## config.mk

```make
export PLATFORM = sky130hd
export DESIGN_NAME = uart_tx_fifo
export DESIGN_NICKNAME = d
export VERILOG_FILES = /design/src/rtl/uart_pkg.sv /design/src/rtl/uart_fifo.sv /design/src/rtl/uart_tx_fifo.sv
export SDC_FILE = /design/constraint.sdc
export NUM_CORES = 1
export LEC_CHECK = 0
export CAP_MARGIN = 20
export CORE_ASPECT_RATIO = 0.6
export CORE_MARGIN = 8
export CORE_UTILIZATION = 45
export DETAILED_ROUTE_END_ITERATION = 7
export GPL_ROUTABILITY_DRIVEN = 0
export SLEW_MARGIN = 10
export SYNTH_ARGS = -nofsm -noshare
export SYNTH_HDL_FRONTEND = slang
export SYNTH_SLANG_ARGS = --single-unit
```

## constraint.sdc

```tcl
create_clock -name clk_i -period 6.8 [get_ports clk_i]
set_clock_uncertainty 0.1 [all_clocks]
set_input_delay 1.02 -clock clk_i [delete_from_list [all_inputs] [get_ports clk_i]]
set_output_delay 1.02 -clock clk_i [all_outputs]
set_load 0.05 [all_outputs]
```

## src/rtl/uart_pkg.sv

```systemverilog
// Shared UART definitions: transmitter FSM encoding, frame geometry and the
// baud-divider calculation used by both link directions.
package uart_pkg;

  localparam int unsigned DATA_BITS  = 8;
  localparam int unsigned FRAME_BITS = 10;

  typedef enum logic [1:0] {
    StIdle,
    StStart,
    StData,
    StStop
  } tx_state_e;

  // Clocks per bit, rounded to nearest.
  function automatic int unsigned calc_div(input int unsigned clk_freq,
                                           input int unsigned uart_freq);
    return (clk_freq + uart_freq / 2) / uart_freq;
  endfunction

endpackage

```

## src/rtl/uart_fifo.sv

```systemverilog
// Byte-wide synchronous FIFO with registered occupancy; DEPTH must be a power of two.
module uart_fifo
  import uart_pkg::*;
#(
  parameter int unsigned DEPTH = 8
) (
  input  logic                     clk_i,
  input  logic                     reset_i,
  input  logic                     push_i,
  input  logic [DATA_BITS-1:0]     wdata_i,
  input  logic                     pop_i,
  output logic [DATA_BITS-1:0]     rdata_o,
  output logic                     full_o,
  output logic                     empty_o,
  output logic [$clog2(DEPTH):0]   level_o
);

  localparam int unsigned Aw = $clog2(DEPTH);

  logic [DATA_BITS-1:0] mem_q [DEPTH];
  logic [Aw-1:0]        wptr_q, rptr_q;
  logic [Aw:0]          count_q, count_d;
  logic                 do_push, do_pop;

  // Power-of-two depth: count reaches DEPTH exactly when its MSB is set.
  assign full_o  = count_q[Aw];
  assign empty_o = (count_q == '0);
  assign level_o = count_q;
  assign rdata_o = mem_q[rptr_q];

  assign do_push = push_i & ~full_o;
  assign do_pop  = pop_i & ~empty_o;

  always_comb begin
    count_d = count_q;
    case ({do_push, do_pop})
      2'b10:   count_d = count_q + (Aw + 1)'(1);
      2'b01:   count_d = count_q - (Aw + 1)'(1);
      default: count_d = count_q;
    endcase
  end

  always_ff @(posedge clk_i or posedge reset_i) begin
    if (reset_i) begin
      wptr_q  <= '0;
      rptr_q  <= '0;
      count_q <= '0;
    end else begin
      if (do_push) wptr_q <= wptr_q + Aw'(1);
      if (do_pop)  rptr_q <= rptr_q + Aw'(1);
      count_q <= count_d;
    end
  end

  always_ff @(posedge clk_i) begin
    if (do_push) mem_q[wptr_q] <= wdata_i;
  end

endmodule

```

## src/rtl/uart_tx_fifo.sv

```systemverilog
// Buffered 8N1 UART transmitter: FIFO-fed, LSB first, frames start only while
// the synchronised peer cts is low.
module uart_tx_fifo
  import uart_pkg::*;
#(
  parameter int unsigned CLK_FREQ   = 12000000,
  parameter int unsigned UART_FREQ  = 115200,
  parameter int unsigned FIFO_DEPTH = 8
) (
  input  logic                          clk_i,
  input  logic                          reset_i,
  input  logic                          wr_i,
  input  logic [7:0]                    di_i,
  output logic                          full_o,
  output logic                          empty_o,
  output logic [$clog2(FIFO_DEPTH):0]   level_o,
  output logic                          ovf_o,
  input  logic                          cts_i,
  output logic                          tx_o,
  output logic                          busy_o,
  output logic                          tx_done_o
);

  localparam int unsigned Div  = calc_div(CLK_FREQ, UART_FREQ);
  localparam int unsigned CntW = $clog2(Div);
  localparam logic [CntW-1:0] CntLast = CntW'(Div - 1);
  localparam logic [2:0]      BitLast = 3'(DATA_BITS - 1);

  tx_state_e            state_q, state_d;
  logic [CntW-1:0]      baud_q, baud_d;
  logic [2:0]           bit_q, bit_d;
  logic [7:0]           shift_q, shift_d;
  logic                 tx_q, tx_d;
  logic                 ovf_q;
  logic                 cts_meta_q, cts_s_q;
  logic                 pop;
  logic [7:0]           fifo_rdata;
  logic                 baud_last;

  uart_fifo #(
    .DEPTH(FIFO_DEPTH)
  ) u_fifo (
    .clk_i   (clk_i),
    .reset_i (reset_i),
    .push_i  (wr_i),
    .wdata_i (di_i),
    .pop_i   (pop),
    .rdata_o (fifo_rdata),
    .full_o  (full_o),
    .empty_o (empty_o),
    .level_o (level_o)
  );

  assign baud_last = (baud_q == CntLast);

  always_comb begin
    state_d = state_q;
    baud_d  = baud_q;
    bit_d   = bit_q;
    shift_d = shift_q;
    pop     = 1'b0;
    unique case (state_q)
      StIdle: begin
        if (!empty_o && !cts_s_q) begin
          pop     = 1'b1;
          shift_d = fifo_rdata;
          baud_d  = '0;
          state_d = StStart;
        end
      end
      StStart: begin
        baud_d = baud_q + CntW'(1);
        if (baud_last) begin
          baud_d  = '0;
          bit_d   = '0;
          state_d = StData;
        end
      end
      StData: begin
        baud_d = baud_q + CntW'(1);
        if (baud_last) begin
          baud_d  = '0;
          shift_d = {1'b0, shift_q[7:1]};
          if (bit_q == BitLast) state_d = StStop;
          else                  bit_d   = bit_q + 3'd1;
        end
      end
      StStop: begin
        baud_d = baud_q + CntW'(1);
        if (baud_last) begin
          baud_d  = '0;
          state_d = StIdle;
        end
      end
      default: state_d = StIdle;
    endcase

    // tx is registered from the next state so the line never glitches.
    unique case (state_d)
      StStart: tx_d = 1'b0;
      StData:  tx_d = shift_d[0];
      default: tx_d = 1'b1;
    endcase
  end

  always_ff @(posedge clk_i or posedge reset_i) begin
    if (reset_i) begin
      cts_meta_q <= 1'b1;
      cts_s_q    <= 1'b1;
      state_q    <= StIdle;
      baud_q     <= '0;
      bit_q      <= '0;
      shift_q    <= '0;
      tx_q       <= 1'b1;
      ovf_q      <= 1'b0;
    end else begin
      cts_meta_q <= cts_i;
      cts_s_q    <= cts_meta_q;
      state_q    <= state_d;
      baud_q     <= baud_d;
      bit_q      <= bit_d;
      shift_q    <= shift_d;
      tx_q       <= tx_d;
      ovf_q      <= wr_i & full_o;
    end
  end

  assign tx_o      = tx_q;
  assign ovf_o     = ovf_q;
  assign busy_o    = (state_q != StIdle);
  assign tx_done_o = (state_q == StStop) && baud_last;

endmodule

```

==> impl_metrics.yaml, run 1 <==
cts:
  insertion_delay_ns: 0.34
  cts.htree.levels: 3
  clkTransAtPathRegs_ns: 0.06
  clock_path_buffers: 2
  cts_resized: 0
  ctsHoldBuffers: 0
  cts_setup_buffers: 0
  cts_tree: "done"
  cts_num_sinks: 98
  clock-root-buffer: "clkbuf_16"
  cts_buffers: 9
die:
  initial_utilization: 0.463
  die_h_um: 91.3
  die_x_um: 142
  design.core.area_mm2: 0.00919
  fp-row-count: 27
  io_pins: 22
  dieArea_mm2: 0.0129
power_and_ir_drop:
  p_sw_frac: 0.327
  power_density_mw_per_mm2: 375
  finalPower_mw: 1.83
  power_switching_mw: 0.599
  pwr-share-seq: 0.472
  leakagePower_nw: 1.73
  power.internal_mw: 1.24
  clock_power_share: 0.250
  combPwrFrac: 0.279
  peakVddDrop_v: 0.000170
yosys:
  async_reset_ff_frac: 0.347
  yosysSeqAreaShare: 0.652
  syn_avg_cell_area_um2: 14.3
  synth-edff-count: 64
  yosys-top-cells-area: "edfxtp_1, dfrtp_1, mux4_2"
  netlist_area_mm2: 0.00426
  synthDistinctLibCells: 51
  synthCells: 297
  synth_nets: 318
  yosys_warnings: 0
  ys.flop_type: "edfxtp_1"
  synth_top_area_cell: "edfxtp_1"
  synth-seq-cells: 98
  yosysTopAreaCellShare: 0.452
final_layout:
  drive_gt1_frac: 0.141
  layout-area-overhead-vs-synth_pct: 14.8
  fin_nets: 343
  finalCoreUtilization: 0.532
  antenna_cells: 0
setup_path:
  crit_chain: "nor4bb_1 > and3_1 > clkdlybuf4s50_1"
  startpoint_type: "register"
  cp_num_buf_inv: 1
  crit_path_end_kind: "output port"
  cp.required_ns: 5.68
  crit_fanout: 15
  crit_family: "buffers and inverters"
  crit_type: "reg -> out"
  slowest_delay_ns: 0.80
  crit_slowest_cell: "clkdlybuf4s50_1"
  crit_arrival_ns: 2.48
global_routing:
  gr-usage-met2: 0.182
  antenna_found_initial: 0
  grt_usage: 0.137
  use_met1: 0.205
  use_met3: 0.0413
  top_usage_layer: "met1"
  grt_pass1_vias: 2453
  grt_max_degree: 35
  grt_overflow: 0
  grt_pass1_wl_um: 13500
sta:
  hold_viol: 0
  final-max-slew-violation-count: 0
  whs_ns: 0.257
  rsz0062_at_grt: "false"
  clock.fmax_mhz: 278
  slew_headroom: 0.311
  tns_ns: 0
  setup_viol: 0
  tightest_slew_ns: 1.03
  fin_crit_sh: 0.530
  period_minus_slack_ns: 3.60
placed_design:
  dp_hpwl_um: 5660
  io_buffers: 21
routing:
  drt-initial-drc-count: 166
  avgViaCountPerCell: 5.43
  routed_wl_um: 8280
  ant_nets: 0
  drc: 0
  drt_pre_antenna_iters: 4
  vias: 2480
  wl_per_cell_um: 18.1
flow_run:
  maxCapViolCount: 0
worst_hold_path:
  hp-class: "reg -> reg"
outcome:
  status: "completed"
[power groups by stage]
stage,clock network (mW),registers (mW),logic (mW)
2_1_floorplan,0,0.862,0.392
3_3_place_gp,0,0.876,0.505
3_5_place_dp,0,0.878,0.515
4_1_cts,0.474,0.867,0.517
5_1_grt,0.492,0.885,0.559
6_report,0.458,0.866,0.511
[per-stage QoR]
step,instance area (µm²),setup WS (ns),cells
2_1_floorplan,4260,3.75,297
3_3_place_gp,4620,3.31,441
3_5_place_dp,4620,3.09,441
4_1_cts,4890,3.18,457
5_1_grt,4890,3.03,457
6_report,4890,3.20,457
[flip-flops by register name (all words and copies together), names as in the netlist]
register and flops:
baud_q 7, bit_q 3, cts_meta_q 1, cts_s_q 1, ovf_o 1, shift_q 8, state_q 2, tx_o 1
u_fifo.level_o 4, u_fifo.mem_q 64, u_fifo.rptr_q 3, u_fifo.wptr_q 3
[final cells by class]
cell class                 instances  area, µm²
fill                             777       4300
clock inverter                     3       18.8
sequential                        98       2780
inverter                          11       41.3
multi-input combinational        173       1370
clock buffer                      13        250
timing repair buffer              29        270
tap                              130        163
[worst paths after layout]
check                                                      to                 start  depth (start not counted)  slack (ns)
max in group asynchronous                   cts_s_q$_DFF_PP1_               reset_i                          3        5.26
worst min register to register              cts_s_q$_DFF_PP1_  cts_meta_q$_DFF_PP1_                          0        0.26
worst max register to register  u_fifo.level_o[3]$_DFFE_PP0P_  state_q[0]$_DFF_PP0_                          9        3.59
min in group asynchronous       u_fifo.level_o[3]$_DFFE_PP0P_               reset_i                          3        0.99
worst min-delay path                        cts_s_q$_DFF_PP1_  cts_meta_q$_DFF_PP1_                          0        0.26
worst max-delay path                                tx_done_o  state_q[1]$_DFF_PP0_                          3        3.20
[cell usage in the layout (no fill, tap or decap), types with 2 or more instances in the layout]
cell             count
xnor2_1              4
edfxtp_1            64
a22oi_1             14
mux2i_1              2
inv_2                2
nor3b_1              3
a31oi_1              4
o21ai_0             10
mux4_2              16
dfrtp_1             31
nand3_1             24
and3_1               3
clkbuf_16            9
nor2_1               5
o211ai_1             4
nand2_1             31
nor2b_1              2
buf_4                8
clkbuf_1             3
xor2_1               3
or3_1                2
ha_1                 8
nand2b_1             5
o21ai_1              2
nor3_1               7
dfstp_2              3
clkinvlp_4           2
a21oi_1              3
clkdlybuf4s50_1     21
inv_1                9
[synthesized netlist by cell type (4+ instances only)]
cell       n
edfxtp_1  64
dfrtp_1   31
nand2_1   31
nand3_1   24
mux4_2    16
a22oi_1   14
clkbuf_1  10
o21ai_0   10
inv_1      9
ha_1       8
nor3_1     7
nand2b_1   5
nor2_1     5
a31oi_1    4
o211ai_1   4
xnor2_1    4
[layer usage]
metal,part of all wire,vias up
li1,-,1188
met1,0.53,1239
met2,0.41,51
met3,0.058,2
met4,0.0035,0
met5,0,-
[logic make-up (layout without fill, tap and decap cells)]
family	after synthesis	in the layout	synth area share
and+or+nand+nor	94	94	0.117
xor gates and xnor gates	7	7	0.0144
buffers and inverters	26	56	0.0262
muxes	19	19	0.0920
DFF	98	98	0.652
adders and majority gates	9	9	0.0282
AOI/OAI and AO/OA	44	44	0.0694
No activity file was read; power rests on OpenSTA's default activity.
==> run 2, diff against run 1 <==
clock period = 3.4 ns   (was 6.8 ns; I/O delays follow)
==> run 2 against run 1 <==
Effect of this change: non-clock buffer count grew 5; total power is 110% higher; sequential power up 99%; largest cell class unchanged.
==> impl_metrics.yaml, run 2 (same netlist as run 1, synthesis figures left out) <==
outcome:
  status: "completed"
power_and_ir_drop:
  power_density_mw_per_mm2: 768
  combPwrFrac: 0.273
  peakVddDrop_v: 0.000402
  p_sw_frac: 0.318
  pwr-share-seq: 0.451
  clock_power_share: 0.276
  power.internal_mw: 2.60
  power_switching_mw: 1.22
  leakagePower_nw: 1.79
cts:
  clock-root-buffer: "clkbuf_16"
  insertion_delay_ns: 0.34
  cts_tree: "done"
  cts.htree.levels: 3
  clkTransAtPathRegs_ns: 0.06
  cts_setup_buffers: 0
  cts_num_sinks: 98
  ctsHoldBuffers: 0
  cts_resized: 0
  clock_path_buffers: 2
  cts_buffers: 9
global_routing:
  antenna_found_initial: 0
  grt_max_degree: 35
  grt_usage: 0.139
  grt_pass1_wl_um: 13600
  grt_pass1_vias: 2457
  grt_overflow: 0
die:
  dieArea_mm2: 0.0129
  io_pins: 22
  initial_utilization: 0.463
  die_x_um: 142
  die_h_um: 91.3
  design.core.area_mm2: 0.00919
  fp-row-count: 27
sta:
  tightest_slew_ns: 0.876
  clock.fmax_mhz: 313
  fin_crit_sh: 0.940
  slew_headroom: 0.416
  setup_viol: 0
  period_minus_slack_ns: 3.20
  final-max-slew-violation-count: 0
  hold_viol: 0
  tns_ns: 0
  rsz0062_at_grt: "false"
  whs_ns: 0.259
final_layout:
  fin_nets: 348
  final_cell_mix: "edfxtp_1, nand2_1, dfrtp_1, nand3_1, clkdlybuf4s50_1"
  reg_top3: "u_fifo.mem_q: 64 flops, shift_q: 8 flops, baud_q: 7 flops"
  antenna_cells: 0
  drive_gt1_frac: 0.160
  regMostFlops: "u_fifo.mem_q"
  finalCoreUtilization: 0.541
  largest_reg_flops: 64
  layout-area-overhead-vs-synth_pct: 16.9
  layout_commonest_cell: "edfxtp_1"
routing:
  met1_length_um: 4450
  wl_met3_um: 326
  routed.top_layer: "met4"
  vias: 2510
  drt_pre_antenna_iters: 4
  ant_nets: 0
  avgViaCountPerCell: 5.43
  routed_wl_um: 8340
  wl_per_cell_um: 18.0
  drt-initial-drc-count: 169
  wl_met2_um: 3450
  drc: 0
setup_path:
  crit_path_end_kind: "output port"
  crit_type: "reg -> out"
  crit_arrival_ns: 2.59
  startpoint_type: "register"
  cp.required_ns: 2.79
  crit_fanout: 15
placed_design:
  dp_hpwl_um: 5620
  io_buffers: 21
flow_run:
  maxCapViolCount: 0
worst_hold_path:
  hp-class: "reg -> reg"
==> run 2: changes by cell type in the layout (fill, tap and decap cells not counted) <==
cell	change
buf_4	+5
bufinv_16	+1
clkbuf_16	+1
clkinvlp_4	-2
clkinv_1	-1
clkinv_4	+2
clkbuf_1	-1
==> run 2: power by group through the flow <==
stage	Sequential, mW	Combinational [mW]	Clock (mW)
4_1_cts	1.72	1.05	1.09
3_5_place_dp	1.74	1.05	0
6_report	1.72	1.04	1.06
2_1_floorplan	1.72	0.784	0
3_3_place_gp	1.74	1.04	0
5_1_grt	1.76	1.15	1.13
==> run 2: metal layers <==
metal,up-vias,GRT usage
met5,-,0
met4,0,0.0480
met3,8,0.0465
met2,37,0.182
met1,1269,0.207
li1,1196,-
==> run 2: critical path, cell delays in order (launching register included) <==
cell             delay (ns)
dfrtp_1                0.65
nor4bb_1               0.56
and3_1                 0.23
clkdlybuf4s50_1        0.80
==> run 2: final cells by class <==
| cell class | count | area [µm²] |
|---|---|---|
| fillers | 771 | 4210 |
| flip-flops and latches | 98 | 2780 |
| multi-input cells | 173 | 1370 |
| repair buffers | 34 | 308 |
| clock buffers | 13 | 272 |
| well taps | 130 | 163 |
| clock inverters | 3 | 47.5 |
| inverters | 11 | 41.3 |
==> run 2: final timing paths <==
kind                                 startpoint                            end  slack (ns)  cells after the start
min reg2reg                cts_meta_q$_DFF_PP1_              cts_s_q$_DFF_PP1_        0.26                      0
min in group asynchronous               reset_i   u_fifo.wptr_q[0]$_DFFE_PP0P_        0.47                      3
min                        cts_meta_q$_DFF_PP1_              cts_s_q$_DFF_PP1_        0.26                      0
max                        state_q[1]$_DFF_PP0_                      tx_done_o        0.20                      3
max in group asynchronous               reset_i                 tx_o$_DFF_PP1_        2.37                      3
max reg2reg                state_q[1]$_DFF_PP0_  u_fifo.level_o[3]$_DFFE_PP0P_        0.40                      9
==> run 2: per-stage QoR <==
step	total power [mW]	cell area, µm²	worst slack (ns)	cells
after floorplan	2.51	4260	0.353	297
after global placement	2.78	4660	0.602	446
after detailed placement	2.79	4660	0.438	446
after CTS	3.86	4970	0.206	462
after global routing	4.04	4970	0.0785	462
final	3.82	4970	0.203	462
==> run 3, diff against run 2 <==
ABC_AREA = 1   (was not set)
PLACE_DENSITY_LB_ADDON = 0.2   (was not set)
==> run 3 against run 2 <==
Effect of this change: sequential share of layout area grew 0.99 points; largest cell class unchanged; die area shrank 0.15%; routed wire length grew 1.2%; non-clock buffer count down 8; first-iteration DRC count grew 56%.
==> impl_metrics.yaml, run 3 <==
outcome:
  status: "completed"
placed_design:
  placedCellCount: 521
  io_buffers: 21
  dp_hpwl_um: 5820
  pre_cts_slack_ns: 0.828
die:
  fp-row-count: 27
  io_pins: 22
  design.core.area_mm2: 0.00919
  die_x_um: 141
  initial_utilization: 0.462
  die_h_um: 91.3
  dieArea_mm2: 0.0129
sta:
  layout_setup_ws_ns: 0.528
  fin_crit_sh: 0.845
  slew_headroom: 0.465
  tightest_slew_ns: 0.800
  final-max-slew-violation-count: 0
  clock.fmax_mhz: 348
  period_minus_slack_ns: 2.87
  hold_viol: 0
  setup_viol: 0
  rsz0062_at_grt: "false"
  whs_ns: 0.264
  tns_ns: 0
flow_run:
  maxCapViolCount: 0
cts:
  cts_num_sinks: 98
  cts.htree.levels: 3
  cts_tree: "done"
  clkTransAtPathRegs_ns: 0.07
  clock_path_buffers: 2
  ctsHoldBuffers: 0
  cts_setup_buffers: 0
  cts_resized: 0
  cts_buffers: 9
  clock-root-buffer: "clkbuf_16"
  insertion_delay_ns: 0.34
worst_hold_path:
  hold_start: "cts_meta_q$_DFF_PP1_"
  hp-class: "reg -> reg"
  hold_path_end: "cts_s_q$_DFF_PP1_"
  whs_path_depth: 0
yosys:
  yosysTopAreaCellShare: 0.452
  yosysSeqAreaShare: 0.654
  synth_top_family_by_area: "simple AND/OR/NAND/NOR gates"
  yosys.area_share.simple: 0.156
  yosys_warnings: 0
  synth_most_common_cell: "edfxtp_1"
  synthXorXnorAreaFrac: 0.0227
  yosys-top-cells-area: "edfxtp_1, dfrtp_1, nor2_1"
  netlist_area_mm2: 0.00425
  synthCells: 377
  muxShareOfSynthArea: 0
  synth_nets: 398
  synthAdderAreaFrac: 0.0283
  synthDistinctLibCells: 34
  synth_compound_area_frac: 0.0943
  syn_avg_cell_area_um2: 11.3
  synth_top_area_cell: "edfxtp_1"
  ys.flop_type: "edfxtp_1"
  netlist_top_cells_count: "edfxtp_1, nor2_1, nand2_1, dfrtp_1, inv_1"
  async_reset_ff_frac: 0.347
  synth-edff-count: 64
  synth-seq-cells: 98
routing:
  wl_per_cell_um: 15.7
  ant_nets: 0
  drt-initial-drc-count: 263
  drc: 0
  routed_wl_um: 8440
  drt_pre_antenna_iters: 4
  vias: 2760
  avgViaCountPerCell: 5.14
final_layout:
  fillers: 778
  finalCoreUtilization: 0.532
  antenna_cells: 0
  largest_reg_flops: 64
  reg_top3: "u_fifo.mem_q: 64 flops, shift_q: 8 flops, baud_q: 7 flops"
  final_cell_mix: "edfxtp_1, nor2_1, nand2_1, dfrtp_1, inv_1"
  regMostFlops: "u_fifo.mem_q"
  stdcell_count: 537
  layout-area-overhead-vs-synth_pct: 15.1
  layout_commonest_cell: "edfxtp_1"
  fin_nets: 423
  drive_gt1_frac: 0.0983
setup_path:
  rr_startpoint: "state_q[0]$_DFF_PP0_"
  r2r_end: "u_fifo.level_o[3]$_DFFE_PP0P_"
  crit_slowest_cell: "clkdlybuf4s50_1"
  crit_type: "reg -> out"
  reg2reg_depth: 10
  slowest_delay_ns: 0.80
  cp_num_buf_inv: 1
  crit_arrival_ns: 2.26
  cp.required_ns: 2.79
  crit_chain: "ha_1 > nand2_2 > nor2_8 > nand3_1 > nor2_1 > clkdlybuf4s50_1"
  crit_path_end_kind: "output port"
  critPathLaunch: "baud_q[0]$_DFFE_PP0P_"
  startpoint_type: "register"
  reg2reg_slack_ns: 0.81
  crit_family: "buffers and inverters"
  crit_fanout: 6
global_routing:
  grt_overflow: 0
  antenna_found_initial: 0
  grt_pass1_wl_um: 14200
  grt_pass1_vias: 2717
  grt_max_degree: 35
  grt_usage: 0.142
power_and_ir_drop:
  peakVddDrop_v: 0.000306
  leakagePower_nw: 1.91
  power_density_mw_per_mm2: 601
==> run 3: logic make-up after synthesis <==
| logic type | Yosys count |
|---|---|
| fa+ha+maj | 9 |
| simple gates | 144 |
| buf+inv | 46 |
| xor+xnor | 11 |
| flops | 98 |
| compound gates | 69 |
==> run 3: worst max path at each step <==
| stage | slack, ns | depth (start not counted) | to |
|---|---|---|---|
| after floorplan | 0.90 | 12 | u_fifo.level_o[3]$_DFFE_PP0P_ |
| after global placement | 0.88 | 4 | u_fifo.mem_q[2][2]$_DFFE_PP_ |
| after detailed placement | 0.83 | 4 | u_fifo.mem_q[2][7]$_DFFE_PP_ |
| after CTS | 0.51 | 6 | tx_done_o |
| after global routing | 0.41 | 6 | tx_done_o |
| final | 0.53 | 6 | tx_done_o |
==> run 3: power by group <==
part / switching [mW] / internal (mW)
Clock: 0.477 / 0.518
Combinational: 0.328 / 0.153
Sequential: 0.0639 / 1.40
==> run 3: final cells by class <==
class,count,area [µm²],area share
repair buffers,26,248,0.0507
clock inverters,7,67.6,0.0138
well taps,130,163,0.0333
multi-input cells,233,1280,0.262
clock buffers,9,225,0.0461
inverters,34,128,0.0261
flip-flops and latches,98,2780,0.568
==> run 3: worst register-to-register path, cell delays in order, from the launching register on <==
cell and delay [ns]:
dfrtp_1 0.48, nor2_4 0.23, nand3_2 0.21, inv_2 0.26
ha_1 0.28, ha_1 0.29, a21oi_1 0.15, nand2_1 0.08
a21oi_1 0.12, o21ai_0 0.11, xor2_1 0.15
==> run 3: layer usage <==
layer  global-route usage  vias up  wire length, µm
li1                     -     1356                -
met1                0.204     1335             4330
met2                0.200       58             3580
met3               0.0387       11              427
met4               0.0560        0              100
met5                    0        -                0
==> run 3: per-stage QoR <==
stage / area [µm²] / power [mW]
3_3_place_gp: 4600 / 1.96
5_1_grt: 4890 / 3.06
6_report: 4890 / 2.94
3_5_place_dp: 4600 / 1.97
4_1_cts: 4890 / 2.96
2_1_floorplan: 4250 / 1.80
